`src/rtl/vga_scan.sv`:
```
// vga_scan: 640x480@60 raster timing master for the dinosaur game display.
//
// Generates the pixel tick and the scan coordinates consumed by the sprite
// renderers, takes their pixel bits back one pixel period later, composites
// them by priority and drives the VGA connector.
//
// Ports
//   CLK       in   1   system clock
//   RESET     in   1   asynchronous reset, active low
//   px_fg     in   1   foreground (dinosaur) pixel from renderer
//   px_bg     in   1   background-layer (obstacle/ground) pixel
//   row_addr  out  9   current scan line, 511 during vertical blanking
//   col_addr  out  10  current scan column
//   fresh     out  1   high during visible lines; falling edge = frame strobe
//   pix_tick  out  1   one-CLK pulse at each pixel boundary
//   video_on  out  1   current address is inside the visible area
//   hs        out  1   horizontal sync, active low
//   vs        out  1   vertical sync, active low
//   rgb       out  12  {R[3:0],G[3:0],B[3:0]}
//
// Optional build macro
//   VGA_SCAN_TEST_PATTERN_EN  replaces the sky colour with 128-column colour
//                             bars (F00,0F0,00F,FF0,0FF) for alignment checks.
//
// Counter widths assume H_TOTAL and V_TOTAL both fit in 10 bits.

`timescale 1ns/1ps

module vga_scan #(
  parameter int          CLK_DIV   = 4,
  parameter int          H_VISIBLE = 640,
  parameter int          H_FP      = 16,
  parameter int          H_SYNC    = 96,
  parameter int          H_BP      = 48,
  parameter int          V_VISIBLE = 480,
  parameter int          V_FP      = 10,
  parameter int          V_SYNC    = 2,
  parameter int          V_BP      = 33,
  parameter logic [11:0] FG_RGB    = 12'h333,
  parameter logic [11:0] BG_RGB    = 12'h777,
  parameter logic [11:0] SKY_RGB   = 12'hFFF
) (
  input  logic        CLK,
  input  logic        RESET,
  input  logic        px_fg,
  input  logic        px_bg,
  output logic [8:0]  row_addr,
  output logic [9:0]  col_addr,
  output logic        fresh,
  output logic        pix_tick,
  output logic        video_on,
  output logic        hs,
  output logic        vs,
  output logic [11:0] rgb
);

  localparam int H_TOTAL = H_VISIBLE + H_FP + H_SYNC + H_BP;
  localparam int V_TOTAL = V_VISIBLE + V_FP + V_SYNC + V_BP;
  localparam int DIV_W   = (CLK_DIV > 1) ? $clog2(CLK_DIV) : 1;

  localparam logic [DIV_W-1:0] DIV_LAST = DIV_W'(CLK_DIV - 1);
  localparam logic [9:0] H_LAST   = 10'(H_TOTAL - 1);
  localparam logic [9:0] V_LAST   = 10'(V_TOTAL - 1);
  localparam logic [9:0] H_VIS    = 10'(H_VISIBLE);
  localparam logic [9:0] V_VIS    = 10'(V_VISIBLE);
  localparam logic [9:0] HS_START = 10'(H_VISIBLE + H_FP);
  localparam logic [9:0] HS_END   = 10'(H_VISIBLE + H_FP + H_SYNC);
  localparam logic [9:0] VS_START = 10'(V_VISIBLE + V_FP);
  localparam logic [9:0] VS_END   = 10'(V_VISIBLE + V_FP + V_SYNC);

  logic [DIV_W-1:0] div_q, div_d;
  logic             tick_q, tick_d;
  logic             adv;
  logic [9:0]       h_q, h_d;
  logic [9:0]       v_q, v_d;
  logic [8:0]       row_q, row_d;
  logic             vid_q, vid_d;
  logic             fresh_q, fresh_d;
  logic             hs_q, hs_d;
  logic             vs_q, vs_d;
  logic [11:0]      rgb_q, rgb_d;
  logic [11:0]      sky;

  // Colour for an empty visible pixel. Indexed by the column of the pixel
  // being output (the registered h_q, one pixel behind the next address).
`ifdef VGA_SCAN_TEST_PATTERN_EN
  always_comb begin
    case (h_q[9:7])
      3'd0:    sky = 12'hF00;
      3'd1:    sky = 12'h0F0;
      3'd2:    sky = 12'h00F;
      3'd3:    sky = 12'hFF0;
      3'd4:    sky = 12'h0FF;
      default: sky = SKY_RGB;
    endcase
  end
`else
  assign sky = SKY_RGB;
`endif

  always_comb begin
    // Counters advance on the edge that ends the pixel period. Using div_q
    // directly (rather than the registered tick) keeps CLK_DIV=1 advancing
    // from the very first edge after reset.
    adv    = (div_q == DIV_LAST);
    div_d  = adv ? '0 : div_q + 1'b1;
    tick_d = (div_d == DIV_LAST);

    h_d = h_q;
    v_d = v_q;
    if (adv) begin
      if (h_q == H_LAST) begin
        h_d = '0;
        v_d = (v_q == V_LAST) ? '0 : v_q + 10'd1;
      end else begin
        h_d = h_q + 10'd1;
      end
    end

    // Address-side outputs are registered from the next counter values so
    // they stay aligned with h_q/v_q.
    vid_d   = (h_d < H_VIS) && (v_d < V_VIS);
    fresh_d = (v_d < V_VIS);
    row_d   = (v_d < V_VIS) ? v_d[8:0] : 9'h1FF;

    // Output pipeline: at the end of a pixel period, render the pixel whose
    // addresses were on the bus during that period.
    hs_d  = hs_q;
    vs_d  = vs_q;
    rgb_d = rgb_q;
    if (adv) begin
      hs_d = !((h_q >= HS_START) && (h_q < HS_END));
      vs_d = !((v_q >= VS_START) && (v_q < VS_END));
      if (!vid_q) begin
        rgb_d = 12'h000;
      end else if (px_fg) begin
        rgb_d = FG_RGB;
      end else if (px_bg) begin
        rgb_d = BG_RGB;
      end else begin
        rgb_d = sky;
      end
    end
  end

  always_ff @(posedge CLK or negedge RESET) begin
    if (!RESET) begin
      div_q   <= '0;
      tick_q  <= 1'b0;
      h_q     <= '0;
      v_q     <= '0;
      row_q   <= '0;
      vid_q   <= 1'b1;
      fresh_q <= 1'b1;
      hs_q    <= 1'b1;
      vs_q    <= 1'b1;
      rgb_q   <= '0;
    end else begin
      div_q   <= div_d;
      tick_q  <= tick_d;
      h_q     <= h_d;
      v_q     <= v_d;
      row_q   <= row_d;
      vid_q   <= vid_d;
      fresh_q <= fresh_d;
      hs_q    <= hs_d;
      vs_q    <= vs_d;
      rgb_q   <= rgb_d;
    end
  end

  assign pix_tick = tick_q;
  assign col_addr = h_q;
  assign row_addr = row_q;
  assign video_on = vid_q;
  assign fresh    = fresh_q;
  assign hs       = hs_q;
  assign vs       = vs_q;
  assign rgb      = rgb_q;

endmodule

```
`config.mk`:
```
export PLATFORM = sky130hd
export DESIGN_NAME = vga_scan
export DESIGN_NICKNAME = d
export VERILOG_FILES = /design/src/rtl/vga_scan.sv
export SDC_FILE = /design/constraint.sdc
export NUM_CORES = 1
export LEC_CHECK = 0
export ABC_CLOCK_PERIOD_IN_PS = 2500
export CAP_MARGIN = 30
export CORE_UTILIZATION = 40
export DETAILED_ROUTE_END_ITERATION = 8
export GPL_TIMING_DRIVEN = 0
export PLACE_DENSITY = 0.74
export SETUP_SLACK_MARGIN = 0.1
export SLEW_MARGIN = 20
export SYNTH_ARGS = -nofsm -noshare
export SYNTH_HDL_FRONTEND = slang
export SYNTH_SLANG_ARGS = --single-unit
```
`constraint.sdc`:
```
create_clock -name CLK -period 2.5 [get_ports CLK]
set_input_delay 0.5 -clock CLK [delete_from_list [all_inputs] [get_ports CLK]]
set_output_delay 0.5 -clock CLK [all_outputs]
set_load 0.05 [all_outputs]
```
==> metrics.txt <==
arrival time worst endpoint 2690 ps; Cells after Synth 180; Critical Path RT 2730 ps; Area Overhead vs Synth 37.3%; WL final 3.99 mm; Post-synth EDFFs 0; grt ovf 0; Synth Cell Area 1960 µm²; DR iter-0 viols 30; drt first pass iters 6; R2R cell count 9; final setup violation count 0; Distinct cells, synth 49; Setup crit end kind register; Die Y 72.0 µm; CP Launch Type register; static leakage 0.00122 µW; clock slew at reported path FFs 70 ps; Synth area leaders dfrtp_1, dfstp_2, buf_4; initial antenna violation count 0; reg2reg start div_q[1]; post-route ant nets 0; Routed WL per cell 13.1 µm; Core Footprint 4720 µm²; first-pass GRT wire length 6.84 mm; CTS tree done; worst slack at placement -661 ps; worst reg2reg setup slack 30 ps; Rel. slew slack 59.8%; peak supply drop 0.298 mV; vias in the first global route 1424; worst r2r dst row_addr[0]; Slew @ Worst Pin 598 ps; Clk Latency, worst-skew pair 290 ps; post-synthesis sequential area ratio 50.1%; power per cell area 405 nW/µm²; post-synth top area cell dfrtp_1; Worst Setup Slack, final 34.6 ps; main flop type after synthesis dfrtp_1; Initial Util 41.5%; H-tree depth 2; Die X 72.0 µm; RSZ-0062 raised after global routing yes; RePlAce Congestion 0.923; multi-input logic area 871 µm²; FP Rows 25; Max Slew Vio Count 0; outcome finished clean; antenna cells 0; Hold Path Class in2async; largest fanout on the critical path 7; CP Launch Point div_q[1]; clock tree root driver cell clkbuf_8; Mapped Avg Cell Area 10.9 µm²; fmax 0.406 GHz; Setup TNS 0 ps; min Tclk post-route 2470 ps; fin crit share 98.6%; total track usage 17.3%; vias 1512; Post-DP HPWL 2.89 mm; CTS buffer count 5; NumNets Final 247; WS Path Type reg2reg; DR vias/cell 4.97; post-synthesis async set-or-reset flop share 100%; CTS max path bufs 2; largest net degree at the start of global routing 25; clk sinks 39; Final Hold Fails 0; die area 5180 µm²; Port Buffer Count 39; DRC 0; Sequential Area 993 µm²; setup skew after layout 4.98 ps; Seq cells post-synth 39; Syn Nets 191; number of max-cap violations 0; I/O pins 40; fillers 397; Syn. warnings 0; Yosys top cell area share 44.7%; share of cells above drive strength 1 29.5%
==> layout by cell type (no fill, tap or decap), types with 5 or more instances in the layout <==
cell             instances
clkdlybuf4s50_1         38
nor2_1                   8
clkbuf_8                 6
ha_1                     5
dfrtp_2                 10
nand3_1                  6
o21ai_0                  8
inv_1                   13
dfrtp_1                 25
nand2_1                 12
nand4_1                  5
buf_4                   19
==> area by class of cell <==
| type | count | share of cell area (%) |
|---|---|---|
| buffer | 16 | 4.88 |
| tap | 67 | 3.12 |
| clock buffer | 7 | 2.84 |
| multi-input combinational | 112 | 32.4 |
| timing repair buffer | 49 | 17.9 |
| sequential | 39 | 36.9 |
| inverter | 13 | 1.81 |
| clock inverter | 1 | 0.186 |
==> synth_stat cells (all sizes together), types with 4 or more instances <==
master  count
xor2        4
nor2        8
dfrtp      35
buf        13
dfstp       4
or4         5
nor3        4
nand3       6
a211o       4
nand2      12
inv        13
o21ai       9
or2         4
ha          7
nand4       6
==> through the flow <==
stage	instance area, µm²	utilization [%]	hold WS, ps	total power [µW]	std cells
CTS	2660	56.4	138	1110	301
global placement	2480	52.5	453	698	286
detailed placement	2500	53.0	454	703	287
global route	2690	57.0	161	1140	304
finish	2690	57.0	138	1090	304
floorplan	2010	-	204	671	180
==> registers in the layout, indices dropped and copies added, names as in the netlist <==
signal and flops:
v_q 10, pix_tick 1, col_addr 10, video_on 1, hs 1, fresh 1, div_q 2, rgb 3
row_addr 9, vs 1
==> metal layers <==
metal / track usage [%] / vias to the layer above / share of wire [%]
met1: 25.0 / 709 / 51
met5: 0 / - / 0
li1: - / 750 / -
met3: 5.28 / 8 / 4.9
met2: 24.4 / 45 / 43
met4: 6.54 / 0 / 1.6
==> report_power, final <==
group	switching, µW	internal [µW]	total [µW]
combinational	34.2	20.9	55.1
sequential	1.53	633	634
clock	205	196	400
==> cells by family after synthesis <==
kind of cell / Yosys count / synth area share, %
compound gates: 31 / 11.4
xor+xnor: 7 / 3.13
fa+ha+maj: 7 / 4.47
buf+inv: 29 / 8.43
flops: 39 / 50.1
mux: 4 / 2.17
simple gates: 63 / 20.4
==> worst max-delay path: stages, from the launching register on <==
cell      delay (ps)
dfrtp_1          360
ha_2             180
buf_6            100
nand4_4           60
or4_4            540
buf_6            140
or4_4            410
a222oi_1         250
buf_4            220
a211o_1          140
==> worst max-delay path by stage <==
stage | end | slack [ps] | cells after the start
finish | row_addr[0] | 30 | 9
global route | row_addr[0] | -140 | 9
CTS | row_addr[0] | 50 | 9
detailed placement | video_on | -660 | 7
global placement | video_on | -740 | 7
floorplan | row_addr[0] | -250 | 6
==> repair_timing <==
| action | CTS | global route |
|---|---|---|
| cloned | 0 | 0 |
| hold endpoints to repair | 0 | 0 |
| hold buffers | 0 | 0 |
| buffers inserted | 6 | 3 |
| setup endpoints to repair | 11 | 7 |
| pin swaps | 3 | 6 |
| resized for setup | 7 | 2 |
Note: power is estimated with default switching activity, not from simulation.
